==> src/rtl/spi_master_multi.sv <==
// Single-word SPI master: mode, bit order, divider and slave index are latched
// when a transfer is accepted, so the inputs are free to change mid-transfer.
module spi_master_multi #(
  parameter int DATA_W = 8,
  parameter int NUM_SS = 2,
  parameter int DIV_W  = 8,
  localparam int SS_W  = (NUM_SS > 1) ? $clog2(NUM_SS) : 1
) (
  input  logic              clk_clk,
  input  logic              reset_reset_n,
  input  logic              start,
  input  logic [DATA_W-1:0] tx_data,
  input  logic [SS_W-1:0]   ss_sel,
  input  logic              cpol,
  input  logic              cpha,
  input  logic              lsb_first,
  input  logic [DIV_W-1:0]  clk_div,
  output logic              busy,
  output logic              done,
  output logic [DATA_W-1:0] rx_data,
  input  logic              MISO,
  output logic              MOSI,
  output logic              SCLK,
  output logic [NUM_SS-1:0] SS_n
);
  localparam int HALF_W = $clog2(2 * DATA_W);
  localparam logic [HALF_W-1:0] LAST_HALF = HALF_W'(2 * DATA_W - 1);

  typedef enum logic [1:0] {IDLE = 2'd0, SETUP = 2'd1, XFER = 2'd2, HOLD = 2'd3} state_t;

  state_t            state, state_next;
  logic [DIV_W-1:0]  cnt, cnt_next, div;
  logic [HALF_W-1:0] half, half_next;
  logic              half_end, accept, lead, trail, finish;
  logic              cpol_l, cpha_l, lsb_l;
  logic [DATA_W-1:0] tx_sh, rx_sh;
  logic [NUM_SS-1:0] ss_dec;

  function automatic logic out_bit(input logic [DATA_W-1:0] w, input logic lsb);
    return lsb ? w[0] : w[DATA_W-1];
  endfunction

  function automatic logic [DATA_W-1:0] shift_out(input logic [DATA_W-1:0] w, input logic lsb);
    return lsb ? {1'b0, w[DATA_W-1:1]} : {w[DATA_W-2:0], 1'b0};
  endfunction

  function automatic logic [DATA_W-1:0] shift_in(input logic [DATA_W-1:0] w, input logic lsb,
                                                 input logic b);
    return lsb ? {b, w[DATA_W-1:1]} : {w[DATA_W-2:0], b};
  endfunction

  assign half_end = (cnt == div);

  // Slave-select decode; an index beyond NUM_SS selects no slave at all.
  always_comb begin
    ss_dec = '1;
    for (int i = 0; i < NUM_SS; i++) begin
      if (32'(ss_sel) == i) ss_dec[i] = 1'b0;
      else                  ss_dec[i] = 1'b1;
    end
  end

  // Next-state logic and the per-cycle SCLK edge strobes.
  always_comb begin
    state_next = state;
    cnt_next   = cnt;
    half_next  = half;
    accept     = 1'b0;
    lead       = 1'b0;
    trail      = 1'b0;
    finish     = 1'b0;
    case (state)
      IDLE: begin
        if (start) begin
          accept     = 1'b1;
          state_next = SETUP;
          cnt_next   = '0;
        end else begin
          cnt_next = '0;
        end
      end
      SETUP: begin
        if (half_end) begin
          state_next = XFER;
          cnt_next   = '0;
          half_next  = '0;
          lead       = 1'b1;
        end else begin
          cnt_next = cnt + DIV_W'(1);
        end
      end
      XFER: begin
        if (half_end) begin
          cnt_next = '0;
          if (half == LAST_HALF) begin
            state_next = HOLD;
          end else begin
            half_next = half + HALF_W'(1);
            // Entering an odd half-period is a trailing edge, even is leading.
            if (half[0]) lead  = 1'b1;
            else         trail = 1'b1;
          end
        end else begin
          cnt_next = cnt + DIV_W'(1);
        end
      end
      HOLD: begin
        if (half_end) begin
          state_next = IDLE;
          cnt_next   = '0;
          finish     = 1'b1;
        end else begin
          cnt_next = cnt + DIV_W'(1);
        end
      end
      default: begin
        state_next = IDLE;
        cnt_next   = '0;
      end
    endcase
  end

  // State and divider/half-period counters.
  always_ff @(posedge clk_clk or negedge reset_reset_n) begin
    if (!reset_reset_n) begin
      state <= IDLE;
      cnt   <= '0;
      half  <= '0;
    end else begin
      state <= state_next;
      cnt   <= cnt_next;
      half  <= half_next;
    end
  end

  // Latched transfer settings, shift registers and all registered outputs.
  always_ff @(posedge clk_clk or negedge reset_reset_n) begin
    if (!reset_reset_n) begin
      div     <= '0;
      cpol_l  <= 1'b0;
      cpha_l  <= 1'b0;
      lsb_l   <= 1'b0;
      tx_sh   <= '0;
      rx_sh   <= '0;
      rx_data <= '0;
      busy    <= 1'b0;
      done    <= 1'b0;
      MOSI    <= 1'b0;
      SCLK    <= 1'b0;
      SS_n    <= '1;
    end else begin
      done <= finish;
      if (accept) begin
        div    <= clk_div;
        cpol_l <= cpol;
        cpha_l <= cpha;
        lsb_l  <= lsb_first;
        rx_sh  <= '0;
        busy   <= 1'b1;
        SCLK   <= cpol;
        SS_n   <= ss_dec;
        // cpha=0 puts the first bit out before the first SCLK edge.
        if (!cpha) begin
          MOSI  <= out_bit(tx_data, lsb_first);
          tx_sh <= shift_out(tx_data, lsb_first);
        end else begin
          MOSI  <= 1'b0;
          tx_sh <= tx_data;
        end
      end else if (lead || trail) begin
        SCLK <= ~SCLK;
        if (lead ^ cpha_l) begin
          rx_sh <= shift_in(rx_sh, lsb_l, MISO);
        end else begin
          MOSI  <= out_bit(tx_sh, lsb_l);
          tx_sh <= shift_out(tx_sh, lsb_l);
        end
      end else if (finish) begin
        busy    <= 1'b0;
        SS_n    <= '1;
        MOSI    <= 1'b0;
        rx_data <= rx_sh;
      end else begin
        busy <= busy;
      end
    end
  end

endmodule

==> config.mk <==
export PLATFORM = sky130hd
export DESIGN_NAME = spi_master_multi
export DESIGN_NICKNAME = d
export VERILOG_FILES = /design/src/rtl/spi_master_multi.sv
export SDC_FILE = /design/constraint.sdc
export NUM_CORES = 1
export LEC_CHECK = 0
export BUFFER_PORTS_ARGS = -buffer_cell sky130_fd_sc_hd__buf_4
export CORE_ASPECT_RATIO = 1.75
export CORE_MARGIN = 2
export CORE_UTILIZATION = 58
export DETAILED_ROUTE_END_ITERATION = 16
export PLACE_DENSITY = 0.77
export SLEW_MARGIN = 0
export SYNTH_ARGS = -nofsm -noshare
export SYNTH_HDL_FRONTEND = slang
export SYNTH_SLANG_ARGS = --single-unit
==> constraint.sdc <==
create_clock -name clk_clk -period 3.02 [get_ports clk_clk]
set_clock_uncertainty 0.05 [all_clocks]
set_input_delay 0 -clock clk_clk [delete_from_list [all_inputs] [get_ports clk_clk]]
set_output_delay 0 -clock clk_clk [all_outputs]
set_load 0.02 [all_outputs]
-- After elaboration in Yosys (flattened, before gate mapping)
Index checks and enable logic that the tools add are counted.
- flip-flop bits (word level): 54
- input port bits: 24
- output and inout bits: 14
- logic and storage cells: 99
- add/subtract/negate cells: 2
- equal/unequal tests: 14
- mux-type cells: 50
- bitwise gates (word level): 4
- reduce and logical (&&, ||, !) cells: 15
- operators by type and width (kind ; number):
    8-bit two-way mux ; 11
    1-bit two-way mux ; 24
    2-bit two-way mux ; 8
    2-bit != test, second input constant ; 8
    8-bit case mux with 2 select lines ; 1
    4-bit two-way mux ; 3
    8-bit by 1-bit adder with 8-bit output, second input constant ; 1
    8-bit equality test ; 1
    2-bit case mux with 4 select lines ; 1
    4-bit case mux with 2 select lines ; 1
    2-bit AND reduction ; 4
    2-bit nonzero test ; 4
    5-bit AND reduction ; 1
    4-bit by 1-bit adder with 4-bit output, second input constant ; 1
    2-bit equality test, second input constant ; 2
    4-bit equality test, second input constant ; 1
    4-bit AND reduction ; 1
    3-bit != test, second input constant ; 1
    1-bit inverter ; 3
    3-bit AND reduction ; 1
    3-bit nonzero test ; 1
    3-bit OR reduction ; 1
    2-bit by 1-bit equality test with 1-bit output, second input constant ; 1
    2-bit logical NOT ; 1
    3 further kinds ; 3

-- Longest topological paths before layout
- depth after elaboration: 8
- depth in mapped cells: 8
- mapped depth without buffers: 7

-- Least setup slack after synthesis
OpenSTA, ideal clock, no wires.
- path type: register -> register
- start: register state[0]
- end: register tx_sh[0]
- data arrival time: 2.000 ns
- required time: 2.845 ns
- slack: 0.845 ns
- stages on the path, launching flop included: 9
- buffers on the path: 1
- clock period less this slack: 2.175 ns
- cells stage by stage: dfrtp_1 -> inv_1 -> ha_1 -> a21boi_0 -> mux2i_1 -> o21ai_1 -> o31a_2 -> buf_6 -> mux2_2
- longest elaborated chain between the ends: 5
- ends and longest elaborated chain (element ; RTL line ; RTL):
    start: declaration ; 31 ; state_t state, state_next;
    start signal: assignment ; 130 ; state <= state_next;
    2-bit equality test or 2-bit by 1-bit equality test with 1-bit output (tied branches) ; 72 ; case (state)
    1-bit case mux with 2 select lines or 1-bit two-way mux (tied branches) ; 72 ;
    1-bit bitwise XOR or 1-bit logical OR (tied branches) ; 172, 170 ;
    2-bit != test (no source line) or 2-bit nonzero test (tied branches) ; - ;
    2-bit AND reduction (no source line) ; - ;
    end signal: assignment ; 165 ; tx_sh <= shift_out(tx_data, lsb_first);
    end signal: assignment ; 168 ; tx_sh <= tx_data;
    end signal: assignment ; 176 ; tx_sh <= shift_out(tx_sh, lsb_l);
    end: declaration ; 36 ; logic [DATA_W-1:0] tx_sh, rx_sh;
Parallel ways exist; a longest one is shown, timed or not.
A chain may end at the register's enable or synchronous reset.

-- Final worst setup path
- start: register state[0]
- end: register tx_sh[1]
Same word-level chain as after synthesis.

==> summary.txt <==
Outcome
  • Status: complete, no violations

Die
  • Chip Width: 57.70 um
  • Row cnt: 34
  • Boundary Pins: 38
  • Die height: 97.97 um
  • Starting Density: 59.31%
  • Core area: 4935 um2
  • Die ar.: 5652 um2

Clocking
  • Worst-Skew Late Latency: 0.30 ns
  • H-tree depth: 2
  • Setup Buffers After CTS: 0
  • Clock Path Buffers: 2
  • CTS tree: yes
  • CTS root buf: clkbuf_8
  • Clock Sinks: 54
  • Clk pin slew, worst setup/hold paths: 0.10 ns
  • Num CTS Buffers: 5

Synthesis
  • Post-Syn Instances: 286
  • Sequential share of the synthesized area: 46.26%
  • Synth top area cells: dfrtp_1 44%, mux2i_1 7.9%, mux2_2 6.5%
  • Netlist Area Pre-Place: 2927 um2
  • Post-synthesis register bit count: 54
  • Primary FF master, synth: dfrtp_1
  • Yosys top cell area share: 44.46%
  • Yosys cell types: 47
  • EDFF count, synth: 0
  • Post-synthesis area per instance: 10.23 um2
  • Yosys warning count: 0
  • Async SR Flop Fraction: 100.0%
  • Syn nets: 316
  • Synth area leader: dfrtp_1

Final layout
  • Most frequent cells in the layout: 52 x dfrtp_1, 40 x buf_4, 37 x nand2_1
  • Layout cells sized above 1: 23.33%
  • Commonest non-fill, non-tap cell in the layout: dfrtp_1
  • P&R area growth vs syn: 17.02%
  • Nets: 359
  • Post-route design area: 3425 um2
  • # diodes: 0
  • Post-layout util: 69.40%

Place
  • Dpl cell area: 3184 um2
  • Post-DP HPWL: 4297 um
  • Gpl congestion: 0.8002
  • PortBufs: 37
  • Place WS: 0.7520 ns

Worst setup path
  • Worst-path fanout max: 11
  • Max incr delay on CP: 0.41 ns
  • Crit end category: register
  • Type of origin of the critical path: register
  • Critical path class: reg2reg
  • CP max-delay cell: dfrtp_1
  • Worst R2R Setup Slack: 0.77 ns
  • Cell Chain, Critical Path: inv_1, ha_1, a31oi_1, or2_2, o31a_2, mux2_2
  • CP Data Arrival Time: 2.39 ns
  • Worst path required time: 3.16 ns

STA
  • Slew Viols, Final: 0
  • Setup TNS: 0 ns
  • RSZ-0062 raised after global routing: false
  • Worst-Margin Slew: 0.8711 ns
  • Tcrit/Tclk final: 74.66%
  • Final setup margin: 0.7654 ns
  • Max_slew headroom: 41.93%
  • Final hold violation count: 0
  • Maximum clock frequency: 443.5 MHz
  • Hold WS: 0.01215 ns
  • Tmin final: 2.255 ns
  • Setup violators final: 0

Routing
  • Initial DRC Count: 63
  • Via count: 2,237
  • Routed len/inst: 15.98 um
  • Post-route ant nets: 0
  • Detailed Route WL: 6135 um
  • # DRC: 0
  • Drt first pass iters: 4
  • Post-DR vias/cell: 5.826

Run
  • Max-cap violations: 0

Power
  • Power Dens Cells: 946.2 nW/um2
  • Peak supply drop: 0.7694 mV
  • Leakage: 1.593 nW

Hold path
  • Worst Hold Class: in2reg

GRT
  • Global route overflow: 0
  • Vias in the first global route: 2,257
  • First-pass GRT wire length: 10,520 um
  • GRT Resource Usage Total: 23.71%
  • Largest net degree at the start of global routing: 55
  • Initial antenna violation count: 0
-- cell type report --
type                    instances  area, um2
clock buffers                   6      72.57
repair buffers                 53      430.4
inverters                       7      26.28
well taps                      54      67.56
clock inverters                 2      37.54
flip-flops and latches         54       1354
fillers                       384       1510
multi-input cells             208       1436
-- cell usage after synthesis, drive strengths merged, types with 2 or more instances --
cell    instances
a211oi          6
a21oi          21
a22o            2
a311oi          8
a31oi           3
and2            2
and3            6
buf            12
clkbuf          5
dfrtp          52
dfstp           2
ha              6
inv             7
mux2           17
mux2i          23
nand2          38
nand3           8
nand4           2
nor2           23
nor3            2
nor4            2
o21ai           9
xor2           13
-- through the flow --
stage | total power, mW | instances
after global routing | 3.471 | 384
final | 3.240 | 384
after CTS | 3.263 | 384
after detailed placement | 2.768 | 363
after floorplan | 2.357 | 286
after global placement | 2.719 | 363
-- logic make-up after synthesis --
family | count (synthesis) | synth area share (%)
fa+ha+maj | 6 | 2.565
mux | 40 | 14.41
buf+inv | 24 | 4.660
simple gates | 89 | 14.84
flops | 54 | 46.26
compound gates | 59 | 13.08
xor+xnor | 14 | 4.190
-- per-layer routing --
layer,wire length (um),track usage (%),share of wire (%),vias up
met5,0,0,0,-
met4,74,7.156,1.2,0
met3,138,3.576,2.2,7
met2,3436,42.13,56,50
met1,2484,28.86,40,1081
li1,-,-,-,1099
-- critical path, delay by kind of cell, from the launching register on --
kind / cells / cell delay [ns]
simple gates: 1 / 0.37
buf+inv: 1 / 0.10
mux: 1 / 0.30
flops: 1 / 0.41
compound gates: 2 / 0.54
fa+ha+maj: 1 / 0.37
-- power by group --
group          leakage, nW  total (mW)  internal, mW  switching (mW)
Clock               0.0514       0.481         0.248           0.233
Sequential           0.672        1.29          1.01           0.280
Combinational        0.870        1.47         0.679           0.790
-- flip-flops by register name (all words and copies together), names as in the netlist --
name / flops
done: 1
lsb_l: 1
cnt: 8
SCLK: 1
div: 8
cpha_l: 1
tx_sh: 8
state: 2
SS_n: 2
busy: 1
rx_data: 8
half: 4
rx_sh: 8
MOSI: 1
-- worst paths after layout --
kind                               start       end  depth (start not counted)
setup / recovery                state[0]  tx_sh[1]                          6
hold / removal                      MISO  rx_sh[0]                          3
setup reg to reg                state[0]  tx_sh[1]                          6
hold reg to reg                     busy      busy                          1
max in group asynchronous  reset_reset_n  tx_sh[3]                          2
min in group asynchronous  reset_reset_n    div[4]                          2
-- what timing repair did --
item	in CTS	in global routing
gates resized for setup	0	0
hold endpoints to repair	65	0
hold buffers	13	0
Note: power is estimated with default switching activity, not from simulation.
